--- config.mk ---
export PLATFORM = sky130hd
export DESIGN_NAME = zports_ctrl
export DESIGN_NICKNAME = d
export VERILOG_FILES = /design/src/rtl/zxnet_pkg.sv /design/src/rtl/zsync_edge.sv /design/src/rtl/zports_ctrl.sv
export SDC_FILE = /design/constraint.sdc
export NUM_CORES = 1
export LEC_CHECK = 0
export ABC_AREA = 1
export CELL_PAD_IN_SITES_DETAIL_PLACEMENT = 0
export CELL_PAD_IN_SITES_GLOBAL_PLACEMENT = 2
export CORE_MARGIN = 2
export CORE_UTILIZATION = 29
export CTS_CLUSTER_DIAMETER = 30
export DETAILED_ROUTE_END_ITERATION = 6
export PLACE_DENSITY_LB_ADDON = 0.1
export SYNTH_ARGS = -nofsm -noshare
export SYNTH_HDL_FRONTEND = slang
export SYNTH_SLANG_ARGS = --single-unit
--- constraint.sdc ---
create_clock -name clk -period 2.3 [get_ports clk]
set_clock_uncertainty 0.1 [all_clocks]
set_input_delay 0.69 -clock clk [delete_from_list [all_inputs] [get_ports clk]]
set_output_delay 0.69 -clock clk [all_outputs]
set_load 0.1 [all_outputs]
--- src/rtl/zxnet_pkg.sv ---
// ----------------------------------------------------------------------------
// zxnet_pkg
// Shared definitions for the ZX-bus network card control block.
//   - reg_sel_e      : register select values on ports_addr
//   - CFG_* / ISR_* / IMR_* : bit positions inside the control registers
//   - RST_CYCLES_DEFAULT    : default length of a chip reset pulse in clocks
// ----------------------------------------------------------------------------
package zxnet_pkg;

    // Register select on the two-bit port address
    typedef enum logic [1:0] {
        REG_SLADDR = 2'd0,
        REG_CFG    = 2'd1,
        REG_ISR    = 2'd2,
        REG_IMR    = 2'd3
    } reg_sel_e;

    // CFG register layout
    localparam int CFG_ENA_BIT    = 0;
    localparam int CFG_WIN_LSB    = 1;
    localparam int CFG_WIN_MSB    = 2;
    localparam int CFG_RST_BIT    = 7;

    // ISR register layout (pending bits are W1C, raw bits are read-only)
    localparam int ISR_W5300_BIT     = 0;
    localparam int ISR_SL811_BIT     = 1;
    localparam int ISR_RAW_W5300_BIT = 4;
    localparam int ISR_RAW_SL811_BIT = 5;

    // IMR register layout
    localparam int IMR_W5300_BIT  = 0;
    localparam int IMR_SL811_BIT  = 1;
    localparam int IMR_GIE_BIT    = 7;

    // Default chip reset pulse length in system clocks
    localparam int unsigned RST_CYCLES_DEFAULT = 2000;

    // Value returned for the SL811 address port, which lives elsewhere
    localparam logic [7:0] SLADDR_READ_VALUE = 8'hFF;

endpackage : zxnet_pkg

--- src/rtl/zsync_edge.sv ---
// ----------------------------------------------------------------------------
// zsync_edge
// Two-flop synchroniser for an asynchronous level followed by one delay flop,
// giving a one-clock pulse when the synchronised level goes high-to-low.
//   clk      in  : local clock
//   rst_n    in  : asynchronous active-low reset
//   async_i  in  : asynchronous input level
//   level_o  out : synchronised level
//   fall_o   out : one-clock pulse on a synchronised falling edge
// Parameter RESET_VAL sets the value all three flops take in reset, which
// should be the inactive level of the input so no edge is seen at start-up.
// ----------------------------------------------------------------------------
module zsync_edge #(
    parameter logic RESET_VAL = 1'b1
) (
    input  logic clk,
    input  logic rst_n,
    input  logic async_i,
    output logic level_o,
    output logic fall_o
);

    logic meta_q;
    logic sync_q;
    logic dly_q;

    // Synchroniser chain plus the delay stage used for edge detection
    always_ff @(posedge clk or negedge rst_n) begin
        if (!rst_n) begin
            meta_q <= RESET_VAL;
            sync_q <= RESET_VAL;
            dly_q  <= RESET_VAL;
        end else begin
            meta_q <= async_i;
            sync_q <= meta_q;
            dly_q  <= sync_q;
        end
    end

    assign level_o = sync_q;
    assign fall_o  = dly_q & ~sync_q;

endmodule : zsync_edge

--- src/rtl/zports_ctrl.sv ---
// ----------------------------------------------------------------------------
// zports_ctrl
// Control/status register block behind the zx-bus port decoder. Holds the
// ROM-window mapping for the W5300, generates timed hardware resets for the
// W5300 and SL811, and latches/masks their interrupts toward Z80 INT.
//
// Ports
//   clk            in  : system clock (>= 4x Z80 clock)
//   rst_n          in  : asynchronous active-low reset
//   ports_wrena    in  : write targets a port owned by this block
//   ports_wrstb_n  in  : asynchronous Z80 write strobe, active low
//   ports_addr     in  : register select (see zxnet_pkg::reg_sel_e)
//   ports_wrdata   in  : write data, stable while strobe is low
//   ports_rddata   out : combinational read data for ports_addr
//   rommap_win     out : Z80 16K window mapped to the W5300
//   rommap_ena     out : ROM-window mapping enable
//   w5300_rst_n    out : W5300 hardware reset, active low
//   sl811_rst_n    out : SL811 hardware reset, active low
//   w5300_int_n    in  : W5300 interrupt, asynchronous, active low
//   sl811_int_n    in  : SL811 interrupt, asynchronous, active low
//   zint_n         out : Z80 interrupt request, active low
//
// Build option
//   ZXNET_INT_EN : when defined, the ISR/IMR registers and interrupt
//                  generation are present; otherwise zint_n is tied high,
//                  ISR shows only raw levels and IMR reads as zero.
// ----------------------------------------------------------------------------
module zports_ctrl
    import zxnet_pkg::*;
#(
    parameter int unsigned         RST_W      = 16,
    parameter logic [RST_W-1:0]    RST_CYCLES = RST_W'(RST_CYCLES_DEFAULT)
) (
    input  logic       clk,
    input  logic       rst_n,
    input  logic       ports_wrena,
    input  logic       ports_wrstb_n,
    input  logic [1:0] ports_addr,
    input  logic [7:0] ports_wrdata,
    output logic [7:0] ports_rddata,
    output logic [1:0] rommap_win,
    output logic       rommap_ena,
    output logic       w5300_rst_n,
    output logic       sl811_rst_n,
    input  logic       w5300_int_n,
    input  logic       sl811_int_n,
    output logic       zint_n
);

    logic             wrLevel;
    logic             wePulse;
    logic             w5300Level;
    logic             w5300Fall;
    logic             sl811Level;
    logic             sl811Fall;
    logic             regWe;
    reg_sel_e         regSel;
    logic             rstBusy;
    logic [1:0]       rawInt;

    logic             rommapEna_q, rommapEna_d;
    logic [1:0]       rommapWin_q, rommapWin_d;
    logic [RST_W-1:0] rstCnt_q,    rstCnt_d;
    logic             chipRst_q,   chipRst_d;

    // The write strobe and both interrupt lines are all inactive-high
    // asynchronous signals, so they share the same synchroniser/edge cell.
    zsync_edge #(.RESET_VAL(1'b1)) u_wrstb_sync (
        .clk     (clk),
        .rst_n   (rst_n),
        .async_i (ports_wrstb_n),
        .level_o (wrLevel),
        .fall_o  (wePulse)
    );

    zsync_edge #(.RESET_VAL(1'b1)) u_w5300_sync (
        .clk     (clk),
        .rst_n   (rst_n),
        .async_i (w5300_int_n),
        .level_o (w5300Level),
        .fall_o  (w5300Fall)
    );

    zsync_edge #(.RESET_VAL(1'b1)) u_sl811_sync (
        .clk     (clk),
        .rst_n   (rst_n),
        .async_i (sl811_int_n),
        .level_o (sl811Level),
        .fall_o  (sl811Fall)
    );

    // Address, enable and data are sampled directly: the Z80 holds them
    // stable for the whole strobe, which outlasts the synchroniser delay.
    assign regSel  = reg_sel_e'(ports_addr);
    assign regWe   = wePulse & ports_wrena;
    assign rstBusy = (rstCnt_q != '0);
    assign rawInt  = {~sl811Level, ~w5300Level};

    // CFG register and reset pulse counter. A reset request only reloads the
    // counter when idle, so a repeated request cannot stretch a pulse, but
    // the mapping bits in the same write are always taken.
    always_comb begin
        rommapEna_d = rommapEna_q;
        rommapWin_d = rommapWin_q;
        rstCnt_d    = rstBusy ? (rstCnt_q - 1'b1) : '0;
        if (regWe && (regSel == REG_CFG)) begin
            rommapEna_d = ports_wrdata[CFG_ENA_BIT];
            rommapWin_d = ports_wrdata[CFG_WIN_MSB:CFG_WIN_LSB];
            if (ports_wrdata[CFG_RST_BIT] && !rstBusy) begin
                rstCnt_d = RST_CYCLES;
            end
        end
        chipRst_d = (rstCnt_d == '0);
    end

    // Control state flops. Coming out of reset the counter is preloaded so
    // the chips get a full-length power-on reset pulse.
    always_ff @(posedge clk or negedge rst_n) begin
        if (!rst_n) begin
            rommapEna_q <= 1'b0;
            rommapWin_q <= 2'b00;
            rstCnt_q    <= RST_CYCLES;
            chipRst_q   <= 1'b0;
        end else begin
            rommapEna_q <= rommapEna_d;
            rommapWin_q <= rommapWin_d;
            rstCnt_q    <= rstCnt_d;
            chipRst_q   <= chipRst_d;
        end
    end

    assign rommap_ena  = rommapEna_q;
    assign rommap_win  = rommapWin_q;
    assign w5300_rst_n = chipRst_q;
    assign sl811_rst_n = chipRst_q;

`ifdef ZXNET_INT_EN

    logic [1:0] pend_q, pend_d;
    logic [1:0] imrSrc_q, imrSrc_d;
    logic       imrGie_q, imrGie_d;
    logic       zint_q, zint_d;
    logic [1:0] pendSet;
    logic [1:0] pendClr;
    logic       unusedBits;

    // Pending bits: a new edge beats a simultaneous W1C so no interrupt is
    // lost. While the chips are held in reset their interrupt pins are
    // meaningless, so pending state is forced clear.
    always_comb begin
        pendSet  = {sl811Fall, w5300Fall};
        pendClr  = 2'b00;
        imrSrc_d = imrSrc_q;
        imrGie_d = imrGie_q;
        if (regWe && (regSel == REG_ISR)) begin
            pendClr = ports_wrdata[ISR_SL811_BIT:ISR_W5300_BIT];
        end
        if (regWe && (regSel == REG_IMR)) begin
            imrSrc_d = ports_wrdata[IMR_SL811_BIT:IMR_W5300_BIT];
            imrGie_d = ports_wrdata[IMR_GIE_BIT];
        end
        if (rstBusy) begin
            pend_d = 2'b00;
        end else begin
            pend_d = (pend_q & ~pendClr) | pendSet;
        end
        zint_d = ~(imrGie_q & |(pend_q & imrSrc_q));
    end

    // Interrupt state flops; zint_n is registered from the current pending
    // and mask state, so it follows a pending change one clock later.
    always_ff @(posedge clk or negedge rst_n) begin
        if (!rst_n) begin
            pend_q   <= 2'b00;
            imrSrc_q <= 2'b00;
            imrGie_q <= 1'b0;
            zint_q   <= 1'b1;
        end else begin
            pend_q   <= pend_d;
            imrSrc_q <= imrSrc_d;
            imrGie_q <= imrGie_d;
            zint_q   <= zint_d;
        end
    end

    assign zint_n     = zint_q;
    assign unusedBits = ^{wrLevel, ports_wrdata[6:3]};

    // Readback mux with the interrupt registers present
    always_comb begin
        ports_rddata = 8'h00;
        case (regSel)
            REG_SLADDR: ports_rddata = SLADDR_READ_VALUE;
            REG_CFG:    ports_rddata = {rstBusy, 4'b0000, rommapWin_q, rommapEna_q};
            REG_ISR:    ports_rddata = {2'b00, rawInt, 2'b00, pend_q};
            REG_IMR:    ports_rddata = {imrGie_q, 5'b00000, imrSrc_q};
            default:    ports_rddata = 8'h00;
        endcase
    end

`else

    logic unusedBits;

    assign zint_n     = 1'b1;
    assign unusedBits = ^{wrLevel, w5300Fall, sl811Fall, ports_wrdata[6:3]};

    // Readback mux without interrupt logic: ISR carries raw levels only
    always_comb begin
        ports_rddata = 8'h00;
        case (regSel)
            REG_SLADDR: ports_rddata = SLADDR_READ_VALUE;
            REG_CFG:    ports_rddata = {rstBusy, 4'b0000, rommapWin_q, rommapEna_q};
            REG_ISR:    ports_rddata = {2'b00, rawInt, 4'b0000};
            REG_IMR:    ports_rddata = 8'h00;
            default:    ports_rddata = 8'h00;
        endcase
    end

`endif

endmodule : zports_ctrl

==> results.cfg <==
[run_status]
outcome = complete, no violations

[drt]
drt-total-wl_um = 3560
vias = 1345
first_pass_iters = 4
remaining_drc_errors = 0
final_antenna_net_count = 0
wl_per_cell_um = 11.3
vias_per_cell = 4.26
initialDrtViolationCount = 62

[final_layout]
drive_above_1_share = 0.402
fin_util = 0.443
fin_area_um2 = 2290
area_delta_synth_final_pct = 45.5
diodes = 0
final_nets = 265
fin_cells = 316

[timing]
setup_ws_ns = 0.0209
rsz0062_at_grt = true
setup_viol = 0
maxSlewViolCount = 0
fin_tns_setup_ns = 0
max_freq_mhz = 439
period_needed_ns = 2.28
period_share = 0.991
hold_viol_final = 0
holdWs_ns = 0.261

[cts]
cts.clk_slew.worst_paths_ns = 0.10
clk_path_buf_depth = 2
cts_tree = built
clk_latency_ns = 0.28
cts.sinks = 27
cts_root_buf = clkbuf_8
hold_buffers = 0
numCtsBuffers = 3
cts_htree_levels = 1

[synthesis]
netlist-cell-type-count = 26
synth_seq_cells = 27
synth_fp_nets = 218
synth_area_leaders = dfrtp_1 (22%), dfstp_2 (22%), nand2_1 (11%)
synth_warnings = 0
synthDominantCellAreaShare = 0.223
postSynthCellCount = 200
syn_area_um2 = 1570
syn_area_per_cell_um2 = 7.87
yosysSeqAreaShare = 0.440
yosys.area.top_type = dfrtp_1

[power]
power.internal_mw = 0.743
totalPowerFinal_mw = 1.14
powerDensity_nw_per_um2 = 497
swShare = 0.347
combPwrFrac = 0.290
pwr-share-clk = 0.255
ir_drop_mv = 0.249
p_sw_mw = 0.395
cellLeakagePower_nw = 1.18
p_seq_frac = 0.455

[place]
placed_cell_area_um2 = 2140
dp.cells = 302
gp_routability_congestion = 0.828
dpl.hpwl_um = 2840
dp_slack_ns = -0.165
numPortBuffers = 24

[grt]
grt_usage = 0.130
grt_max_degree = 28
use_met3 = 0.0198
top_usage_layer = met2
antenna_found_initial = 0
grt.met1_usage = 0.182
gr-total-overflow = 0
grt_pass1_wl_um = 6290
grt_use_met2 = 0.208
grt_pass1_vias = 1330

[worst_setup_path]
arrival_ns = 1.49
crit_type = register to primary output
cp-start-kind = register
timing.rr.end = sl811_rst_n
required_ns = 1.51
worstSetupEndpointType = primary output
ff2ff_path_depth = 12
worstPathMaxFanout = 2
reg2reg_slack_ns = 0.38
reg2reg_from = rstCnt_q[1]

[floorplanning]
start_util = 0.304
io-pin-count = 30
fp.dieH_um = 77.7
core_area_um2 = 5170
rows = 26
die-area_um2 = 6030
die_w_um = 77.7

[run]
cap_violations = 0

[min_path]
min-delay-start = u_wrstb_sync.meta_q
hp-class = register to register
min_to = u_wrstb_sync.level_o
hold_depth = 0
-- cells by family (layout without fill, tap and decap cells) --
kind of cell	count (synthesis)	count (layout)	synth area share
DFF	27	27	0.440
AOI/OAI and AO/OA	11	11	0.0390
adders and majority gates	2	2	0.0159
and+or+nand+nor	122	122	0.404
xor gates and xnor gates	1	1	0.00557
buffers and inverters	36	82	0.0938
other	1	1	0.00238
-- flip-flops by register name, indices dropped and copies added, names as in the netlist --
signal,flops
u_w5300_sync.level_o,1
u_wrstb_sync.level_o,1
u_sl811_sync.level_o,1
rstCnt_q,16
sl811_rst_n,1
rommap_win,2
rommap_ena,1
u_wrstb_sync.dly_q,1
u_wrstb_sync.meta_q,1
u_w5300_sync.meta_q,1
u_sl811_sync.meta_q,1
-- power by group through the flow --
| stage | clock network [mW] | registers [mW] | logic [mW] |
|---|---|---|---|
| floorplan | 0 | 0.597 | 0.129 |
| global placement | 0 | 0.527 | 0.330 |
| detailed placement | 0 | 0.526 | 0.332 |
| CTS | 0.305 | 0.519 | 0.334 |
| global route | 0.329 | 0.521 | 0.341 |
| finish | 0.290 | 0.518 | 0.330 |
-- placed cells by master, fill, tap and decap left out --
cell / synthesis / final
a21oi_1: 6 / 3
a21oi_4: 0 / 3
buf_12: 0 / 11
buf_4: 3 / 22
buf_6: 0 / 2
clkbuf_8: 0 / 3
clkdlybuf4s50_1: 0 / 9
clkinv_1: 1 / 1
conb_1: 1 / 1
dfrtp_1: 14 / 10
dfrtp_2: 0 / 4
dfstp_2: 13 / 13
dlygate4sd2_1: 0 / 2
ha_1: 2 / 1
ha_4: 0 / 1
inv_1: 29 / 26
inv_2: 2 / 4
inv_4: 0 / 1
inv_6: 0 / 1
nand2_1: 45 / 45
nand2_2: 6 / 6
nand2_4: 3 / 3
nand3_1: 22 / 22
nand3_2: 1 / 1
nand3b_1: 1 / 1
nand4_1: 3 / 3
nor2_1: 25 / 18
nor2_2: 8 / 11
nor2_4: 5 / 9
nor2_8: 2 / 2
o21ai_0: 3 / 3
o21ai_2: 1 / 1
o21bai_1: 1 / 1
or2_4: 1 / 1
xor2_1: 1 / 1
-- per-layer routing --
metal  part of all wire  vias up
met4             0.0068        0
met5                  0        -
met1               0.50      631
met2               0.48        8
li1                   -      704
met3              0.019        2
-- synth_stat cells --
cell type,n
inv_2,2
nand2_4,3
o21ai_2,1
ha_1,2
nand2_1,45
a21oi_1,6
nor2_8,2
conb_1,1
dfstp_2,13
nand4_1,3
o21ai_0,3
nand2_2,6
nand3_1,22
nand3_2,1
clkinv_1,1
buf_4,3
o21bai_1,1
inv_1,29
nand3b_1,1
dfrtp_1,14
nor2_1,25
nor2_2,8
or2_4,1
nor2_4,5
clkbuf_2,1
xor2_1,1
-- area by class of cell --
| class | instances | area (µm²) |
|---|---|---|
| fillers | 521 | 2880 |
| flip-flops and latches | 27 | 697 |
| clock inverters | 1 | 8.76 |
| clock buffers | 3 | 41.3 |
| inverters | 32 | 123 |
| multi-input cells | 137 | 818 |
| repair buffers | 46 | 515 |
| well taps | 70 | 87.6 |
-- repair_timing --
item / 4_1_cts / 5_1_grt
gates resized for setup: 11 / 1
buffers inserted: 10 / 0
pin swaps: 6 / 0
endpoints found under the setup margin: 8 / 1
-- worst max-delay path, stage by stage, from the launching register on --
cell and delay, ns:
dfrtp_1 0.42, inv_2 0.07, ha_4 0.17, nand2_2 0.08
nor2_4 0.04, nand2_4 0.07, inv_4 0.04, a21oi_4 0.13
buf_12 0.19
-- worst max-delay path by stage --
stage                   from  depth (start not counted)         endpoint  slack, ns
5_1_grt          rstCnt_q[1]                          8  ports_rddata[7]      -0.07
4_1_cts          rstCnt_q[1]                          8  ports_rddata[7]      0.004
3_3_place_gp   ports_addr[1]                          4  ports_rddata[6]      -0.15
2_1_floorplan  ports_addr[1]                          3  ports_rddata[6]      -0.13
3_5_place_dp   ports_addr[0]                          4  ports_rddata[3]      -0.17
6_report         rstCnt_q[1]                          8  ports_rddata[7]       0.02
(Power assumes the default switching activity.)
